<file path="config.mk">
export PLATFORM = sky130hd
export DESIGN_NAME = spi_slave_sync
export DESIGN_NICKNAME = d
export VERILOG_FILES = /design/src/rtl/spi_slave_sync.sv
export SDC_FILE = /design/constraint.sdc
export NUM_CORES = 1
export LEC_CHECK = 0
export CAP_MARGIN = 40
export CORE_ASPECT_RATIO = 0.6
export CORE_MARGIN = 3
export CORE_UTILIZATION = 45
export DETAILED_ROUTE_END_ITERATION = 10
export GPL_ROUTABILITY_DRIVEN = 1
export PLACE_DENSITY = 0.72
export SYNTH_ARGS = -nofsm -noshare
export SYNTH_HDL_FRONTEND = slang
export SYNTH_SLANG_ARGS = --single-unit
</file>
<file path="constraint.sdc">
create_clock -name clk -period 5.35 [get_ports clk]
set_input_delay 1.07 -clock clk [delete_from_list [all_inputs] [get_ports clk]]
set_output_delay 1.07 -clock clk [all_outputs]
set_load 0.05 [all_outputs]
</file>
<file path="src/rtl/spi_slave_sync.sv">
// ============================================================================
// Module  : spi_slave_sync
// Brief   : System-clocked SPI mode-0 responder with valid/ready rx and tx
//           handshakes. Optional sticky overrun/underrun flag when the macro
//           SPI_SLAVE_OVERRUN_EN is defined.
// Revision: 1.0 - initial release
// ============================================================================
`default_nettype none

module spi_slave_sync #(
  parameter int                DATA_W      = 8,
  parameter int                SYNC_STAGES = 2,
  parameter logic [DATA_W-1:0] TX_IDLE     = DATA_W'(8'hFF)
) (
  input  logic              clk,
  input  logic              reset,
  input  logic              sclk,
  input  logic              mosi,
  input  logic              ss,
  output logic              miso,
  output logic [DATA_W-1:0] rx_data,
  output logic              rx_valid,
  input  logic              rx_ready,
  input  logic [DATA_W-1:0] tx_data,
  input  logic              tx_valid,
  output logic              tx_ready,
`ifdef SPI_SLAVE_OVERRUN_EN
  output logic              overrun,
`endif
  output logic              busy
);

  localparam int CNT_W = $clog2(DATA_W + 1);

  typedef enum logic [1:0] {
    IDLE  = 2'd0,
    LOAD  = 2'd1,
    SHIFT = 2'd2,
    DONE  = 2'd3
  } state_t;

  state_t                 state_q, state_d;
  logic [SYNC_STAGES-1:0] sclk_sync_q, mosi_sync_q, ss_sync_q;
  logic                   sclk_prev_q;
  logic [CNT_W-1:0]       bit_cnt_q, bit_cnt_d;
  logic [DATA_W-1:0]      rx_shift_q, rx_shift_d;
  logic [DATA_W-1:0]      tx_shift_q, tx_shift_d;
  logic [DATA_W-1:0]      rx_data_q, rx_data_d;
  logic                   rx_valid_q, rx_valid_d;
  logic [DATA_W-1:0]      tx_buf_q, tx_buf_d;
  logic                   tx_full_q, tx_full_d;
  logic                   ovr_q, ovr_d;

  logic sclk_s, mosi_s, ss_s, sclk_rise, sclk_fall;

  assign sclk_s    = sclk_sync_q[SYNC_STAGES-1];
  assign mosi_s    = mosi_sync_q[SYNC_STAGES-1];
  assign ss_s      = ss_sync_q[SYNC_STAGES-1];
  assign sclk_rise = ~sclk_prev_q & sclk_s;
  assign sclk_fall = sclk_prev_q & ~sclk_s;

  always_ff @(posedge clk) begin
    if (reset) begin
      state_q     <= IDLE;
      sclk_sync_q <= '0;
      mosi_sync_q <= '0;
      ss_sync_q   <= '1;
      sclk_prev_q <= 1'b0;
      bit_cnt_q   <= '0;
      rx_shift_q  <= '0;
      tx_shift_q  <= '0;
      rx_data_q   <= '0;
      rx_valid_q  <= 1'b0;
      tx_buf_q    <= '0;
      tx_full_q   <= 1'b0;
      ovr_q       <= 1'b0;
    end else begin
      state_q     <= state_d;
      sclk_sync_q <= {sclk_sync_q[SYNC_STAGES-2:0], sclk};
      mosi_sync_q <= {mosi_sync_q[SYNC_STAGES-2:0], mosi};
      ss_sync_q   <= {ss_sync_q[SYNC_STAGES-2:0], ss};
      sclk_prev_q <= sclk_s;
      bit_cnt_q   <= bit_cnt_d;
      rx_shift_q  <= rx_shift_d;
      tx_shift_q  <= tx_shift_d;
      rx_data_q   <= rx_data_d;
      rx_valid_q  <= rx_valid_d;
      tx_buf_q    <= tx_buf_d;
      tx_full_q   <= tx_full_d;
      ovr_q       <= ovr_d;
    end
  end

  always_comb begin
    state_d    = state_q;
    bit_cnt_d  = bit_cnt_q;
    rx_shift_d = rx_shift_q;
    tx_shift_d = tx_shift_q;
    rx_data_d  = rx_data_q;
    rx_valid_d = rx_valid_q;
    tx_buf_d   = tx_buf_q;
    tx_full_d  = tx_full_q;
    ovr_d      = ovr_q;

    // Capture and LOAD-consume are exclusive: one needs the buffer empty, the other full.
    if (tx_valid && !tx_full_q) begin
      tx_buf_d  = tx_data;
      tx_full_d = 1'b1;
    end
    if (rx_valid_q && rx_ready) begin
      rx_valid_d = 1'b0;
    end

    case (state_q)
      IDLE: begin
        if (!ss_s) state_d = LOAD;
      end
      LOAD: begin
        if (tx_full_q) begin
          tx_shift_d = tx_buf_q;
          tx_full_d  = 1'b0;
        end else begin
          tx_shift_d = TX_IDLE;
          ovr_d      = 1'b1;
        end
        bit_cnt_d = '0;
        state_d   = SHIFT;
      end
      SHIFT: begin
        if (ss_s) begin
          bit_cnt_d = '0;
          state_d   = IDLE;
        end else if (sclk_rise) begin
          rx_shift_d = {rx_shift_q[DATA_W-2:0], mosi_s};
          bit_cnt_d  = bit_cnt_q + CNT_W'(1);
          if (bit_cnt_q == CNT_W'(DATA_W - 1)) state_d = DONE;
        end else if (sclk_fall && bit_cnt_q != '0 && bit_cnt_q != CNT_W'(DATA_W)) begin
          // The fall before bit 0's rise is skipped so the MSB stays on miso.
          tx_shift_d = {tx_shift_q[DATA_W-2:0], 1'b0};
        end
      end
      DONE: begin
        rx_data_d  = rx_shift_q;
        rx_valid_d = 1'b1;
        if (rx_valid_q && !rx_ready) ovr_d = 1'b1;
        state_d = ss_s ? IDLE : LOAD;
      end
      default: state_d = IDLE;
    endcase
  end

  assign miso     = ((state_q == SHIFT) || (state_q == DONE)) && tx_shift_q[DATA_W-1];
  assign rx_data  = rx_data_q;
  assign rx_valid = rx_valid_q;
  assign tx_ready = ~tx_full_q;
  assign busy     = (state_q != IDLE);
`ifdef SPI_SLAVE_OVERRUN_EN
  assign overrun  = ovr_q;
`else
  logic unused_ovr;
  assign unused_ovr = ovr_q;
`endif

endmodule

`default_nettype wire

</file>
==> results of run 1 <==
==> metal layers <==
metal  GRT usage (%)  wire [µm]
met3            5.47        187
met4            4.46         38
met5               0          0
met1            23.1       1960
met2            20.8       1240
==> layout by cell type, fill, tap and decap left out, types with 2 or more instances in the layout <==
cell,Yosys,final
dfxtp_1,47,47
nand2_1,38,38
clkdlybuf4s50_1,0,26
a21oi_1,21,21
nor2_1,20,20
o21ai_0,9,9
nor2b_1,8,8
mux2i_1,8,8
a211oi_1,7,7
nand3b_1,7,7
inv_1,6,6
clkbuf_8,0,6
or2_2,4,4
nand2b_1,4,4
xnor2_1,3,3
a211oi_2,3,3
and2_1,2,2
ha_1,2,2
==> sequential cells by signal, summed over array words and instances, names as in the netlist <==
name and flops:
mosi_sync_q 2, rx_shift_q 8, sclk_sync_q 2, rx_data 8
state_q 2, tx_shift_q 8, tx_buf_q 8, tx_full_q 1
bit_cnt_q 4, sclk_prev_q 1, rx_valid 1, ss_sync_q 2
==> worst paths after layout <==
kind                                    from            end  slack, ns
worst min-delay path            ss_sync_q[0]   ss_sync_q[1]       0.42
worst max register to register    state_q[1]  tx_shift_q[7]       3.24
worst max-delay path              state_q[0]           busy       2.53
worst min register to register  ss_sync_q[0]   ss_sync_q[1]       0.42
==> synth_stat cells, types with 2 or more instances <==
| master | number |
|---|---|
| ha_1 | 2 |
| clkbuf_1 | 9 |
| or2_2 | 4 |
| nand2b_1 | 4 |
| mux2i_1 | 8 |
| o21ai_0 | 9 |
| inv_1 | 6 |
| nand2_1 | 38 |
| and2_1 | 2 |
| a211oi_1 | 7 |
| nor2_1 | 20 |
| nor2b_1 | 8 |
| a211oi_2 | 3 |
| a21oi_1 | 21 |
| nand3b_1 | 7 |
| dfxtp_1 | 47 |
| buf_6 | 2 |
| xnor2_1 | 3 |
==> metrics by stage <==
stage / setup slack [ns] / cells
floorplan: 3.44 / 211
global placement: 2.43 / 272
detailed placement: 2.41 / 272
CTS: 2.52 / 280
global route: 2.46 / 280
finish: 2.53 / 280
==> power by group through the flow <==
stage | clock (mW) | sequential (mW) | combinational [mW]
final | 0.265 | 0.365 | 0.0479
after global routing | 0.287 | 0.366 | 0.0537
after CTS | 0.272 | 0.365 | 0.0484
after detailed placement | 0 | 0.373 | 0.0480
after global placement | 0 | 0.373 | 0.0471
after floorplan | 0 | 0.370 | 0.0337
==> worst max-delay path, cell delays in order (launching register included) <==
cell and delay, ns:
dfxtp_1 0.50, or2_2 0.17, clkdlybuf4s50_1 0.79
==> final cells by class <==
type / count / area share (%)
flip-flops and latches: 47 / 41.8
multi-input cells: 145 / 37.4
repair buffers: 27 / 11.9
clock buffers: 6 / 3.67
well taps: 47 / 2.61
clock inverters: 2 / 1.56
inverters: 6 / 1.00
==> cells by family (layout without fill, tap and decap cells) <==
group | count (synthesis) | in the layout | share of synthesized area [%]
xor+xnor | 3 | 3 | 1.40
simple gates | 89 | 89 | 22.7
fa+ha+maj | 2 | 2 | 1.33
mux | 8 | 8 | 4.27
flops | 47 | 47 | 50.2
buf+inv | 19 | 41 | 4.87
compound gates | 43 | 43 | 15.2
==> results.py, run 1 <==
metrics = {
    "status": {
        "outcome": "finished clean",
    },
    "synth": {
        "synth.distinct_cells": 29,
        "ys_seq_area_share_pct": 50.2,
        "ys_ff_latch": 47,
        "async_flop_share_pct": 0,
        "synth_area_leaders": "dfxtp_1 50%, nand2_1 7.6%, a21oi_1 5.6%",
        "synth-main-ff-cell": "dfxtp_1",
        "yosysTopAreaCellShare_pct": 50.2,
        "synth_edf_count": 0,
        "netlist_area_um2": 1870,
        "yosysTopAreaCell": "dfxtp_1",
        "yosysWarnings": 0,
        "synth_fp_nets": 228,
        "avgSynthCellArea_um2": 8.88,
        "syn_inst": 211,
    },
    "floorplan": {
        "start_util_pct": 49.0,
        "rows": 17,
        "fp.dieH_um": 56.0,
        "dieArea_um2": 5000,
        "core_um2": 3830,
        "ios": 27,
        "die_x_um": 89.3,
    },
    "clocking": {
        "cts_buffers": 5,
        "cts_tree": "done",
        "clkTransAtPathRegs_ns": 0.08,
        "insertion_delay_ns": 0.30,
        "cts_setup_buffers": 0,
        "cts-root-buf": "clkbuf_8",
        "clockBufferDepth": 2,
        "post_cts_hold_buffer_count": 0,
        "cts-resized-gates": 0,
        "htree_levels": 2,
        "cts_sinks": 47,
    },
    "power": {
        "p_seq_share_pct": 53.9,
        "leakagePower_nw": 0.851,
        "swShare_pct": 21.4,
        "switchingPower_mw": 0.145,
        "intPower_mw": 0.532,
        "combPwrFrac_pct": 7.1,
        "power_per_cell_area_nw_per_um2": 301,
        "p_total_mw": 0.677,
        "max-vdd-ir-drop_mv": 0.142,
        "clkPwrFrac_pct": 39.1,
    },
    "critical_path": {
        "worst_setup_path_end_kind": "output pin",
        "required_ns": 4.28,
        "cp_max_fo": 9,
        "crit_path_start_kind": "flop",
        "cp.arrival_ns": 1.75,
        "r2r_cells": 4,
        "worstSetupPathType": "flop to output pin",
    },
    "placed_design": {
        "gp_congestion": 0.739,
        "port_buffers": 26,
        "hpwl_mm": 2.42,
        "placed_cell_area_um2": 2130,
    },
    "global_routing": {
        "grt_pass1_wl_mm": 6.15,
        "grt_usage_pct": 15.5,
        "grt_max_degree": 24,
        "antenna_found_initial": 0,
        "grt_pass1_vias": 1382,
        "overflow": 0,
    },
    "timing": {
        "period_share_pct": 52.7,
        "rsz0062_at_grt": "no",
        "slew_viol_final": 0,
        "tightest_slew_ns": 0.866,
        "fmax_mhz": 354,
        "fin_tns_setup_ns": 0,
        "finalHoldViolations": 0,
        "setup_viol": 0,
        "max_slew_margin_pct": 42.1,
        "finClkSkew_ns": 0.00746,
        "hold_slack_ns": 0.421,
        "fin_crit_ns": 2.82,
    },
    "route": {
        "antenna_left": 0,
        "drc": 0,
        "drt_first_pass_iters": 4,
        "wl_per_cell_um": 12.2,
        "vias_per_cell": 4.96,
        "first_iter_violations": 99,
        "wl_mm": 3.42,
        "vias": 1389,
    },
    "layout": {
        "final_area_um2": 2250,
        "n_antenna_cell": 0,
        "multi_input_area_um2": 842,
        "sequential_cell_area_um2": 941,
        "syn_to_final_growth_pct": 20.0,
        "fin_util_pct": 58.8,
        "nNetsFinal": 249,
        "drive_above_1_share_pct": 8.15,
        "nFillCells": 358,
    },
    "min_path": {
        "whs_path_depth": 1,
        "hp-class": "flop to flop",
    },
    "flow_run": {
        "max-cap-violations": 0,
    },
}
Power figures use the tool's default switching activity.
==> run 2, diff against run 1 <==
==> constraint.sdc (replaced) <==
create_clock -name clk -period 2.7 [get_ports clk]
set_input_delay 0.54 -clock clk [delete_from_list [all_inputs] [get_ports clk]]
set_output_delay 0.54 -clock clk [all_outputs]
set_load 0.05 [all_outputs]
==> run 2 against run 1 <==
Clock power increased by 130%. Clock skew decreased by 0.0014 ns. Critical path depth did not move. Register-to-register slack worse by 2.6 ns. Via count is essentially flat. Non-clock buffer count rose by 1. Wire length rose by 2.5%. First-iteration DRC count decreased by 23%. Sequential power up 98%. Largest cell class unchanged. Sequential share of layout area decreased by 0.41 points. Cell count is 0.36% higher. Core utilization is 0.59 points higher. Critical endpoint is now miso.
==> results.py, run 2 (synthesis results as in run 1) <==
metrics = {
    "timing": {
        "setup_slack_ns": 0.437,
        "period_share_pct": 83.8,
        "rsz0062_at_grt": "no",
        "tightest_slew_ns": 0.748,
        "slew_viol_final": 0,
        "max_slew_margin_pct": 50.0,
        "hold_slack_ns": 0.421,
        "finalHoldViolations": 0,
        "fin_tns_setup_ns": 0,
        "fin_crit_ns": 2.26,
        "fmax_mhz": 442,
        "setup_viol": 0,
        "finClkSkew_ns": 0.00608,
    },
    "layout": {
        "final_cell_mix": "47 x dfxtp_1, 38 x nand2_1, 26 x clkdlybuf4s50_1",
        "n_antenna_cell": 0,
        "fin_util_pct": 59.3,
        "final_area_um2": 2270,
        "nNetsFinal": 250,
        "final_common_cell": "dfxtp_1",
        "drive_above_1_share_pct": 8.12,
        "syn_to_final_growth_pct": 21.2,
        "instances_no_fill": 281,
    },
    "critical_path": {
        "path_cells": "and2_1 -> clkdlybuf4s50_1",
        "cp_max_fo": 9,
        "critPathTopFamily": "buffers and inverters",
        "crit_path_start_kind": "flop",
        "max_stage_delay_ns": 0.80,
        "worst_setup_path_end_kind": "output pin",
        "cpMaxStageDelayCell": "clkdlybuf4s50_1",
        "cp.arrival_ns": 1.72,
        "worstSetupPathType": "flop to output pin",
        "worst-path-buf-inv": 1,
        "r2r_end": "tx_shift_q[6]",
        "required_ns": 2.16,
        "r2r_setup_slack_ns": 0.68,
        "r2r_cells": 4,
        "r2r-start": "state_q[1]",
    },
    "route": {
        "drt_first_pass_iters": 4,
        "wl_mm": 3.50,
        "vias_per_cell": 4.94,
        "drc": 0,
        "first_iter_violations": 76,
        "vias": 1388,
        "antenna_left": 0,
        "wl_per_cell_um": 12.5,
    },
    "global_routing": {
        "grt_usage_pct": 15.1,
        "grt_util_met2_pct": 19.4,
        "grt_use_met1_pct": 22.8,
        "antenna_found_initial": 0,
        "grt_max_degree": 34,
        "top_usage_layer": "met1",
        "gr-usage-met3_pct": 5.62,
        "grt_pass1_wl_mm": 5.79,
        "overflow": 0,
        "grt_pass1_vias": 1255,
    },
    "floorplan": {
        "start_util_pct": 49.0,
        "ios": 27,
        "die_x_um": 89.3,
        "fp.dieH_um": 56.0,
        "rows": 17,
        "core_um2": 3830,
        "dieArea_um2": 5000,
    },
    "flow_run": {
        "max-cap-violations": 0,
    },
    "clocking": {
        "htree_levels": 2,
        "cts_setup_buffers": 0,
        "post_cts_hold_buffer_count": 0,
        "clkTransAtPathRegs_ns": 0.08,
        "cts-root-buf": "clkbuf_8",
        "cts_buffers": 5,
        "clockBufferDepth": 2,
        "cts-resized-gates": 0,
        "cts_sinks": 47,
        "cts_tree": "done",
        "insertion_delay_ns": 0.30,
    },
    "power": {
        "leakagePower_nw": 0.860,
        "max-vdd-ir-drop_mv": 0.315,
        "power_per_cell_area_nw_per_um2": 626,
        "p_total_mw": 1.42,
    },
    "placed_design": {
        "pre_cts_ws_ns": 0.694,
        "hpwl_mm": 2.42,
        "port_buffers": 26,
        "placed_cell_area_um2": 2140,
        "dp.cells": 273,
        "gp_congestion": 0.754,
    },
    "min_path": {
        "holdPathEnd": "ss_sync_q[1]",
        "whs_path_depth": 1,
        "hp-class": "flop to flop",
        "hp-start": "ss_sync_q[0]",
    },
    "status": {
        "outcome": "finished clean",
    },
}
[run 2: changes by cell type in the layout (fill, tap and decap cells not counted), sizes merged]
| cell | previous run | this run |
|---|---|---|
| clkinv | 1 | 0 |
| buf | 1 | 2 |
| bufinv | 1 | 2 |
[run 2: final cells by class]
class,count,area [µm²]
Fill cell,368,1560
Sequential cell,47,941
Clock inverter,2,60.1
Timing Repair Buffer,28,275
Tap cell,47,58.8
Clock buffer,6,72.6
Inverter,6,22.5
Multi-Input combinational cell,145,842
[run 2: how the worst max path moves through the flow]
stage,startpoint,endpoint,cells after the start
finish,state_q[1],miso,2
global route,state_q[1],miso,2
CTS,state_q[1],miso,2
detailed placement,state_q[1],tx_shift_q[6],4
global placement,state_q[1],tx_shift_q[5],4
floorplan,state_q[0],tx_shift_q[5],6
[run 2: worst reg2reg max path, cell delays in order, from the launching register on]
cell      delay, ns
dfxtp_1        0.46
or3b_4         0.46
o41ai_4        0.70
nor2_1         0.11
a211oi_2       0.22
[run 2: power by group]
part,internal [mW],leakage [nW],total [mW],switching [mW]
clock network,0.370,0.0654,0.603,0.233
registers,0.711,0.382,0.723,0.0120
logic,0.0452,0.413,0.0964,0.0512
[run 2: layer usage]
layer	wire length, µm	up-vias	share of wire [%]
li1	-	742	-
met1	1910	610	54
met2	1360	34	39
met3	219	2	6.3
met4	21	0	0.60
met5	0	-	0
